File: src/rtl/alu_issue.sv
// ============================================================================
// Module     : alu_issue
// Description: RV32 ALU issue stage: decodes add/sub/logic/shift instructions
//              into an ALU operand bus behind a 2-entry skid buffer.
//              Optional macro ALU_ISSUE_FWD_EN adds a result-forwarding port.
// Revision   : 1.0 - initial release
// ============================================================================
`default_nettype none

module alu_issue (
   input  logic        clk,
   input  logic        rst,
   input  logic        in_valid,
   output logic        in_ready,
   input  logic [31:0] rs1_data,
   input  logic [31:0] rs2_data,
   input  logic [31:0] imm,
   input  logic [6:0]  opcode,
   input  logic [2:0]  funct3,
   input  logic        funct7b5,
   input  logic [4:0]  rs1_addr,
   input  logic [4:0]  rs2_addr,
   input  logic [4:0]  rd,
   input  logic        flush,
   output logic [31:0] alu_op1,
   output logic [31:0] alu_op2,
   output logic [3:0]  alu_operand,
   output logic        out_valid,
   input  logic        out_ready,
   output logic [4:0]  out_rd,
   output logic        out_illegal
`ifdef ALU_ISSUE_FWD_EN
   ,
   input  logic        fwd_valid,
   input  logic [4:0]  fwd_rd,
   input  logic [31:0] fwd_data
`endif
);

   localparam logic [6:0] c_opc_r   = 7'b0110011;
   localparam logic [6:0] c_opc_i   = 7'b0010011;
   localparam logic [3:0] c_op_add  = 4'd0;
   localparam logic [3:0] c_op_sub  = 4'd1;
   localparam logic [3:0] c_op_and  = 4'd2;
   localparam logic [3:0] c_op_or   = 4'd3;
   localparam logic [3:0] c_op_xor  = 4'd4;
   localparam logic [3:0] c_op_sll  = 4'd5;
   localparam logic [3:0] c_op_srl  = 4'd6;

   logic [31:0] w_rs1;
   logic [31:0] w_rs2;

`ifdef ALU_ISSUE_FWD_EN
   // x0 is never a forwarding target, so fwd_rd==0 always falls back to the register file
   assign w_rs1 = (fwd_valid && (fwd_rd != 5'd0) && (fwd_rd == rs1_addr)) ? fwd_data : rs1_data;
   assign w_rs2 = (fwd_valid && (fwd_rd != 5'd0) && (fwd_rd == rs2_addr)) ? fwd_data : rs2_data;
`else
   logic w_unused_addr;
   assign w_unused_addr = ^{rs1_addr, rs2_addr};
   assign w_rs1 = rs1_data;
   assign w_rs2 = rs2_data;
`endif

   logic [3:0]  w_operand;
   logic [31:0] w_op1;
   logic [31:0] w_op2;
   logic [31:0] w_op2_sel;
   logic        w_illegal;
   logic        w_shift;

   always_comb begin
      w_operand = c_op_add;
      w_illegal = 1'b1;
      w_shift   = 1'b0;
      w_op2_sel = (opcode == c_opc_r) ? w_rs2 : imm;
      w_op1     = 32'd0;
      w_op2     = 32'd0;
      if ((opcode == c_opc_r) || (opcode == c_opc_i)) begin
         w_illegal = 1'b0;
         case (funct3)
            3'b000: w_operand = ((opcode == c_opc_r) && funct7b5) ? c_op_sub : c_op_add;
            3'b111: w_operand = c_op_and;
            3'b110: w_operand = c_op_or;
            3'b100: w_operand = c_op_xor;
            3'b001: begin
               w_operand = c_op_sll;
               w_shift   = 1'b1;
            end
            3'b101: begin
               // funct7b5=1 here is sra/srai, which this ALU does not implement
               if (!funct7b5) begin
                  w_operand = c_op_srl;
                  w_shift   = 1'b1;
               end else begin
                  w_illegal = 1'b1;
               end
            end
            default: w_illegal = 1'b1;
         endcase
      end
      if (w_illegal) begin
         w_operand = c_op_add;
      end else begin
         w_op1 = w_rs1;
         w_op2 = w_shift ? {27'd0, w_op2_sel[4:0]} : w_op2_sel;
      end
   end

   logic        r_out_valid;
   logic [31:0] r_op1;
   logic [31:0] r_op2;
   logic [3:0]  r_operand;
   logic [4:0]  r_rd;
   logic        r_illegal;
   logic        r_sk_valid;
   logic [31:0] r_sk_op1;
   logic [31:0] r_sk_op2;
   logic [3:0]  r_sk_operand;
   logic [4:0]  r_sk_rd;
   logic        r_sk_illegal;
   logic        r_in_ready;

   logic w_accept;
   logic w_out_free;
   logic w_sk_next;

   assign w_accept   = in_valid && r_in_ready;
   assign w_out_free = !r_out_valid || out_ready;
   // Skid fills only when the output is stalled; it drains into the output on any free edge
   assign w_sk_next  = flush ? 1'b0 :
                       r_sk_valid ? !w_out_free :
                       (w_accept && !w_out_free);

   always_ff @(posedge clk or posedge rst) begin
      if (rst) begin
         r_out_valid  <= 1'b0;
         r_op1        <= 32'd0;
         r_op2        <= 32'd0;
         r_operand    <= 4'd0;
         r_rd         <= 5'd0;
         r_illegal    <= 1'b0;
         r_sk_valid   <= 1'b0;
         r_sk_op1     <= 32'd0;
         r_sk_op2     <= 32'd0;
         r_sk_operand <= 4'd0;
         r_sk_rd      <= 5'd0;
         r_sk_illegal <= 1'b0;
         r_in_ready   <= 1'b1;
      end else begin
         r_sk_valid <= w_sk_next;
         r_in_ready <= !w_sk_next;
         if (flush) begin
            r_out_valid <= 1'b0;
         end else if (w_out_free) begin
            if (r_sk_valid) begin
               r_out_valid <= 1'b1;
               r_op1       <= r_sk_op1;
               r_op2       <= r_sk_op2;
               r_operand   <= r_sk_operand;
               r_rd        <= r_sk_rd;
               r_illegal   <= r_sk_illegal;
            end else if (w_accept) begin
               r_out_valid <= 1'b1;
               r_op1       <= w_op1;
               r_op2       <= w_op2;
               r_operand   <= w_operand;
               r_rd        <= rd;
               r_illegal   <= w_illegal;
            end else begin
               r_out_valid <= 1'b0;
            end
         end else if (w_accept) begin
            r_sk_op1     <= w_op1;
            r_sk_op2     <= w_op2;
            r_sk_operand <= w_operand;
            r_sk_rd      <= rd;
            r_sk_illegal <= w_illegal;
         end
      end
   end

   assign in_ready    = r_in_ready;
   assign out_valid   = r_out_valid;
   assign alu_op1     = r_op1;
   assign alu_op2     = r_op2;
   assign alu_operand = r_operand;
   assign out_rd      = r_rd;
   assign out_illegal = r_illegal;

endmodule

`default_nettype wire
File: config.mk
export PLATFORM = sky130hd
export DESIGN_NAME = alu_issue
export DESIGN_NICKNAME = d
export VERILOG_FILES = /design/src/rtl/alu_issue.sv
export SDC_FILE = /design/constraint.sdc
export NUM_CORES = 1
export LEC_CHECK = 0
export ABC_AREA = 0
export CAP_MARGIN = 20
export CORE_MARGIN = 5
export CORE_UTILIZATION = 51
export DETAILED_ROUTE_END_ITERATION = 7
export PLACE_DENSITY = 0.91
export RECOVER_POWER = 100
export SETUP_SLACK_MARGIN = 0.3
export SLEW_MARGIN = 30
export SYNTH_ARGS = -nofsm -noshare
export SYNTH_HDL_FRONTEND = slang
export SYNTH_SLANG_ARGS = --single-unit
export TNS_END_PERCENT = 5
File: constraint.sdc
create_clock -name clk -period 15.19 [get_ports clk]
set_clock_uncertainty 0.1 [all_clocks]
set_input_delay 3.038 -clock clk [delete_from_list [all_inputs] [get_ports clk]]
set_output_delay 3.038 -clock clk [all_outputs]
set_load 0.1 [all_outputs]
; ---- Word level (Yosys, flattened, before mapping)
; Cells that the tools add are included.
[word_totals]
regBits = 151
[classes]
mux = 31
n_eq_ne = 7
n_bitwise = 2
reduce_logical = 14
[ops]
columns = op, n
row1 = $mux 32, 8
row2 = $pmux 3 s6, 1
row3 = $mux 1, 13
row4 = $eq 3x3->1 const B, 4
row5 = $mux 4, 3
row6 = $mux 5, 2
row7 = $eq 7x5->1 const B, 1
row8 = $eq 7x6->1 const B, 1
row9 = $mux 3, 2
row10 = $reduce_and 3->1, 2
row11 = $reduce_or 5->1, 1
row12 = $pmux 1 s2, 2
row13 = $reduce_bool 2->1, 2
row14 = $eq 3x1->1 const B, 1
row15 = $logic_and 1x1->1, 3
row16 = $logic_not 1->1, 3
row17 = $logic_not 3->1, 1
row18 = $logic_or 1x1->1, 2
row19 = $not 1->1, 2

; ---- Logic depth before layout (Yosys ltp)
; Gate-level depths: netlist of the first run.
[logic_depth]
depth_word = 8
ltp_mapped = 7

; ---- Worst setup path before layout of the first run
; Ideal clock, no wire load.
[synth_path]
kind = in2reg
from = input out_ready
to = register r_sk_operand[0]
slack_ns = 10.725
path_buffers = 3
t_arrival_ns = 4.228
required_ns = 14.954
setup_ns = 0.136
path_stages = 7
cell_sequence = nand2b_1 > or3_1 > clkbuf_1 > clkbuf_1 > clkbuf_1 > nand2_1 > o21ai_0
[synth_via]
elab_chain_len = 3
[synth_lines]
columns = item, line_no
row1 = "start, declared", 29  ; input logic out_ready,
row2 = $logic_or 1x1->1, 128  ; assign w_out_free = !r_out_valid || out_ready;
row3 = $not 1->1 (no source line), n/a
row4 = $reduce_and 3->1 (no source line), n/a
row5 = "end signal, assigned", 175  ; r_sk_operand <= w_operand;
row6 = "end, declared", 118  ; logic [3:0] r_sk_operand;
; No other way between the ends.
; A chain may end at the register's enable or synchronous reset.

==> summary.md, run 1 <==
| Metric | Value |
|---|---|
| Seq/Total Area, Yosys | 56.5% |
| Clock root cell | clkbuf_16 |
| RSZ-0062 raised after global routing | false |
| Post-CTS sizing | 0 |
| Syn. warnings | 0 |
| Clock transition at path regs | 0.06 ns |
| Port Buffers | 191 |
| GP Congestion | 0.759 |
| Period utilization | 58.6% |
| Synth Cell Area | 6600 µm² |
| Failing checks | capacitance limit, slew limit |
| Final WL | 18.0 mm |
| Tot Pwr | 1.15 mW |
| Core Area | 12700 µm² |
| Syn Nets | 764 |
| PwrDens | 126 nW/µm² |
| Total grt overflow | 0 |
| Crit end category | async pin |
| Number of flops mapped to enable cells by yosys | 0 |
| Final core utilization | 72.4% |
| Setup TNS Final | 0 ns |
| Total track usage | 24.5% |
| Final ANT Viol Nets | 0 |
| Ys flop type | dfrtp_1 |
| Min Tclk post-route | 8.90 ns |
| Vias | 5674 |
| Largest net degree at the start of global routing | 90 |
| Endpoints failing setup | 0 |
| Synthesis-stage register bit count | 149 |
| Peak supply drop | 0.0749 mV |
| Hold EP | r_sk_op2[13] |
| Final setup margin | 6.29 ns |
| Placed cells | 960 |
| HP Class | reg -> reg |
| First-pass GRT wire length | 28.8 mm |
| Vias in the first global route | 5787 |
| Worst-Margin Slew | 4.03 ns |
| Post-CTS Hold Fix Bufs | 0 |
| Commonest cells after routing, fill and taps aside | dfrtp_1 (147), clkdlybuf4s50_1 (112), nand2_1 (87) |
| Leakage | 4.07 nW |
| Num CTS Buffers | 17 |
| Max Cap Violations | 7 |
| Syn_area_per_cell | 10.4 µm² |
| Die Y-Extent | 124 µm |
| Layout Cells excl Fill | 993 |
| Fraction of layout cells with a size suffix above 1 | 4.76% |
| Worst R2R Start | r_sk_valid |
| Worst r2r dst | alu_op1[2] |
| Initial antenna violation count | 0 |
| Post-CTS Setup Inserts | 0 |
| Drt drc | 0 |
| Worst Path Arrival | 8.39 ns |
| Die ar. | 15300 µm² |
| FF-to-FF setup slack | 8.33 ns |
| Cells after Synth | 637 |
| H-Tree Level Count | 4 |
| Min-delay src | r_sk_op2[13] |
| DR vias/cell | 5.71 |
| Commonest non-fill, non-tap cell in the layout | dfrtp_1 |
| Area Growth Syn to Fin | 39.0% |
| Detailed-placement wirelength estimate | 12.1 mm |
| Async SR Flop Fraction | 100% |
| Worst hold path cell count | 2 |
| First-pass DRT Iterations | 5 |
| Clk Latency, worst-skew pair | 0.42 ns |
| CP Class | in -> async |
| Post-DR wirelength/cell | 18.2 µm |
| Num rows | 41 |
| Required time of the critical path | 14.68 ns |
| Status | finished, violations left |
| Worst-case clock buffer depth | 2 |
| First DRT Iteration DRCs | 557 |
| Worst Setup Start Kind | input pin |
| Final net count | 934 |
| Library cells used by synthesis | 35 |
| FMAX | 0.112 GHz |
| Max Fanout on Critical Path | 78 |
| Hold Violations, Final | 0 |
| IO Pins | 203 |
| Post-Place Worst Slack | 9.31 ns |
| Clock Sinks | 149 |
| CTS tree | done |
| Die span in x | 124 µm |
| Initial Util | 52.1% |
| FF-to-FF path depth | 7 |
| Rel. slew slack | -169% |
| Pins Over Slew Limit | 391 |
==> final cells by class <==
cell class | instances | area, µm²
flip-flops and latches | 149 | 3730
fillers | 900 | 3500
multi-input cells | 435 | 2620
repair buffers | 199 | 1930
clock buffers | 24 | 512
well taps | 172 | 215
clock inverters | 8 | 143
inverters | 5 | 20.0
diodes | 1 | 2.50
==> synth_stat cells (2+ instances only) <==
master    instances  area, µm²
o31ai_1           2       15.0
o21ai_0          61        305
dfrtp_1         148       3700
buf_4             4       30.0
or3_1             3       18.8
a31oi_1          34        213
nand2_1          87        327
a21oi_1          12       60.1
nor3_2            2       20.0
a22o_1           32        280
o21ai_1           6       30.0
and2_1           34        213
inv_1             4       15.0
clkbuf_1         38        143
nand3_1          35        175
nor2_1           41        154
mux2i_1          70        701
nor2b_1           3       18.8
buf_2             5       25.0
==> critical path: stages <==
cell           delay (ns)
dlygate4sd3_1        0.57
clkinvlp_2           1.76
clkbuf_1             2.91
==> through the flow <==
stage	area, µm²	hold slack (ns)
after floorplan	6600	0.342
after global placement	8590	0.353
after detailed placement	8580	0.362
after CTS	9240	0.376
after global routing	9170	0.390
final	9170	0.374
==> routing by layer <==
layer	vias to the layer above	track usage [%]	wire, µm
li1	2583	-	-
met1	2769	31.2	7330
met2	283	40.0	8800
met3	39	6.13	1470
met4	0	10.5	434
met5	-	0	0
==> how the worst max path moves through the flow <==
stage                   endpoint  cells past startpoint      start
global route        r_sk_op1[24]                      3        rst
floorplan             alu_op1[0]                      1        rst
CTS                 r_sk_op2[25]                      5  out_ready
finish              r_sk_op1[24]                      3        rst
detailed placement  r_sk_op2[11]                      5  out_ready
global placement    r_sk_op2[10]                      5  out_ready
==> registers in the layout, summed over array words and instances (netlist names) <==
name / count
alu_op1: 32
alu_op2: 32
r_sk_op1: 32
r_sk_op2: 32
out_rd: 5
r_sk_rd: 5
alu_operand: 3
r_sk_operand: 3
in_ready: 1
out_illegal: 1
out_valid: 1
r_sk_illegal: 1
r_sk_valid: 1
==> where the power goes <==
group          internal, mW  switching, mW
Sequential            0.420         0.0126
Combinational        0.0705          0.193
Clock                 0.300          0.155
Total                 0.791          0.361
==> logic make-up after synthesis <==
logic type / share of synthesized area (%)
compound gates: 13.8
buf+inv: 3.34
flops: 56.5
mux: 10.8
other cells: 0.0568
simple gates: 15.5
Power figures use the tool's default switching activity.
==> run 2, diff against run 1 <==
--- a/config.mk
+++ b/config.mk
@@ -8,9 +8,9 @@
 export ABC_AREA = 0
 export CAP_MARGIN = 20
 export CORE_MARGIN = 5
-export CORE_UTILIZATION = 51
+export CORE_UTILIZATION = 42
 export DETAILED_ROUTE_END_ITERATION = 7
-export PLACE_DENSITY = 0.91
+export PLACE_DENSITY = 0.81
 export RECOVER_POWER = 100
 export SETUP_SLACK_MARGIN = 0.3
 export SLEW_MARGIN = 30
==> constraint.sdc (replaced) <==
create_clock -name clk -period 7.4 [get_ports clk]
set_clock_uncertainty 0.1 [all_clocks]
set_input_delay 1.48 -clock clk [delete_from_list [all_inputs] [get_ports clk]]
set_output_delay 1.48 -clock clk [all_outputs]
set_load 0.1 [all_outputs]
==> run 2 against run 1 <==
Compared with the run above: the run still ends with capacitance limit, slew limit left; register-to-register slack lost 4.7 ns; core utilization is 12 points lower; via count fell by 5.6%; global-route usage is 5.1 points lower; clock power grew 120%; non-clock buffer count did not move; hold slack worse by 0.0060 ns; design area increased by 1.0%; power rose by 110%; sequential power rose by 100%; die area increased by 20%; critical path type is now in -> reg.
==> summary.md, run 2 (synthesized netlist as in run 1, its figures left out) <==
| Metric | Value |
|---|---|
| Status | finished, violations left |
| Failing checks | capacitance limit, slew limit |
| FMAX | 0.200 GHz |
| Clock transition at path regs | 0.06 ns |
| Register area | 3730 µm² |
| Hold Violations, Final | 0 |
| Vias | 5355 |
| DR vias/cell | 5.18 |
| Drt drc | 0 |
| Post-DR wirelength/cell | 16.8 µm |
| Clock root cell | clkbuf_16 |
| Placed cells | 999 |
| CP Class | in -> reg |
| Pins Over Slew Limit | 162 |
| Area Growth Syn to Fin | 40.5% |
| Core Area | 15300 µm² |
| Die ar. | 18300 µm² |
| Max Fanout on Critical Path | 48 |
| Num rows | 45 |
| Total grt overflow | 0 |
| Initial Util | 43.1% |
| Endpoints failing setup | 0 |
| Area occupied by multi-input gates | 2620 µm² |
| PwrDens | 260 nW/µm² |
| Rel. slew slack | -119% |
| Worst-case clock buffer depth | 2 |
| Total track usage | 19.4% |
| Clk Latency, worst-skew pair | 0.42 ns |
| Die span in x | 135 µm |
| Final ANT Viol Nets | 0 |
| RSZ-0062 raised after global routing | false |
| Final WL | 17.4 mm |
| Worst Path Arrival | 5.10 ns |
| Vias in the first global route | 5478 |
| Required time of the critical path | 7.50 ns |
| IO Pins | 203 |
| Post-CTS sizing | 0 |
| CTS tree | done |
| HP Class | reg -> reg |
| Final net count | 934 |
| Post-CTS Setup Inserts | 0 |
| Worst Setup Start Kind | input pin |
| Leakage | 4.08 nW |
| Die Y-Extent | 135 µm |
| Fillers | 1315 |
| Clock Sinks | 149 |
| Initial antenna violation count | 4 |
| First-pass DRT Iterations | 4 |
| Layout Cells excl Fill | 1034 |
| Period utilization | 67.6% |
| H-Tree Level Count | 4 |
| Min Tclk post-route | 5.00 ns |
| Max Cap Violations | 3 |
| Post-CTS Hold Fix Bufs | 0 |
| Fraction of layout cells with a size suffix above 1 | 5.00% |
| GP Congestion | 0.771 |
| Num CTS Buffers | 17 |
| Setup TNS Final | 0 ns |
| Crit end category | register |
| Peak supply drop | 0.162 mV |
| Commonest non-fill, non-tap cell in the layout | dfrtp_1 |
| First-pass GRT wire length | 28.0 mm |
| Worst-Margin Slew | 3.27 ns |
| First DRT Iteration DRCs | 282 |
| Detailed-placement wirelength estimate | 11.7 mm |
| Commonest cells after routing, fill and taps aside | dfrtp_1 (147), clkdlybuf4s50_1 (110), nand2_1 (87) |
| Largest net degree at the start of global routing | 76 |
| Port Buffers | 191 |
run 2: layout make-up:
type                       count  area share, %
multi-input combinational    435           28.2
clock inverter                11           2.39
timing repair buffer         199           21.0
inverter                       5          0.216
clock buffer                  21           4.97
tap                          211           2.85
sequential                   149           40.3
antenna                        3         0.0810
run 2: where the power goes:
group / internal, mW / total, mW / leakage [nW] / switching (mW)
clock: 0.653 / 0.989 / 0.324 / 0.336
combinational: 0.142 / 0.535 / 1.78 / 0.393
sequential: 0.862 / 0.887 / 1.97 / 0.0245
total: 1.66 / 2.41 / 4.08 / 0.754
run 2: routing by layer:
metal	vias up	global-route usage (%)	share of wire (%)	wire (µm)
li1	2575	-	-	-
met1	2539	24.0	42	7250
met2	209	31.1	47	8140
met3	30	7.24	9.6	1660
met4	2	7.22	2.0	344
met5	-	0	0.046	8
run 2: path summary, 6_finish.rpt:
path / cells after the start / slack, ns / end / start
max: 5 / 2.40 / r_sk_operand[0] / out_ready
min: 2 / 0.37 / r_sk_op2[28] / r_sk_op2[28]
max reg2reg: 4 / 3.66 / r_sk_operand[0] / out_valid
min reg2reg: 2 / 0.37 / r_sk_op2[28] / r_sk_op2[28]
max in group asynchronous: 3 / 3.14 / alu_op1[11] / rst
min in group asynchronous: 2 / 2.38 / alu_op1[16] / rst
run 2: per-stage QoR:
step / hold WS (ns) / util [%] / setup slack, ns / power [mW] / area, µm²
finish: 0.368 / 60.5 / 2.40 / 2.41 / 9270
global route: 0.398 / 60.5 / 2.06 / 2.49 / 9270
detailed placement: 0.361 / 56.5 / 3.12 / 1.46 / 8650
CTS: 0.375 / 60.9 / 3.55 / 2.45 / 9330
global placement: 0.353 / 56.4 / 3.19 / 1.45 / 8630
floorplan: 0.342 / - / 1.81 / 1.28 / 6600
run 2: critical path: stages:
cell,delay [ns]
dlygate4sd3_1,0.54
nand2b_1,0.16
or3_1,0.85
clkbuf_1,1.76
o21ai_0,0.29
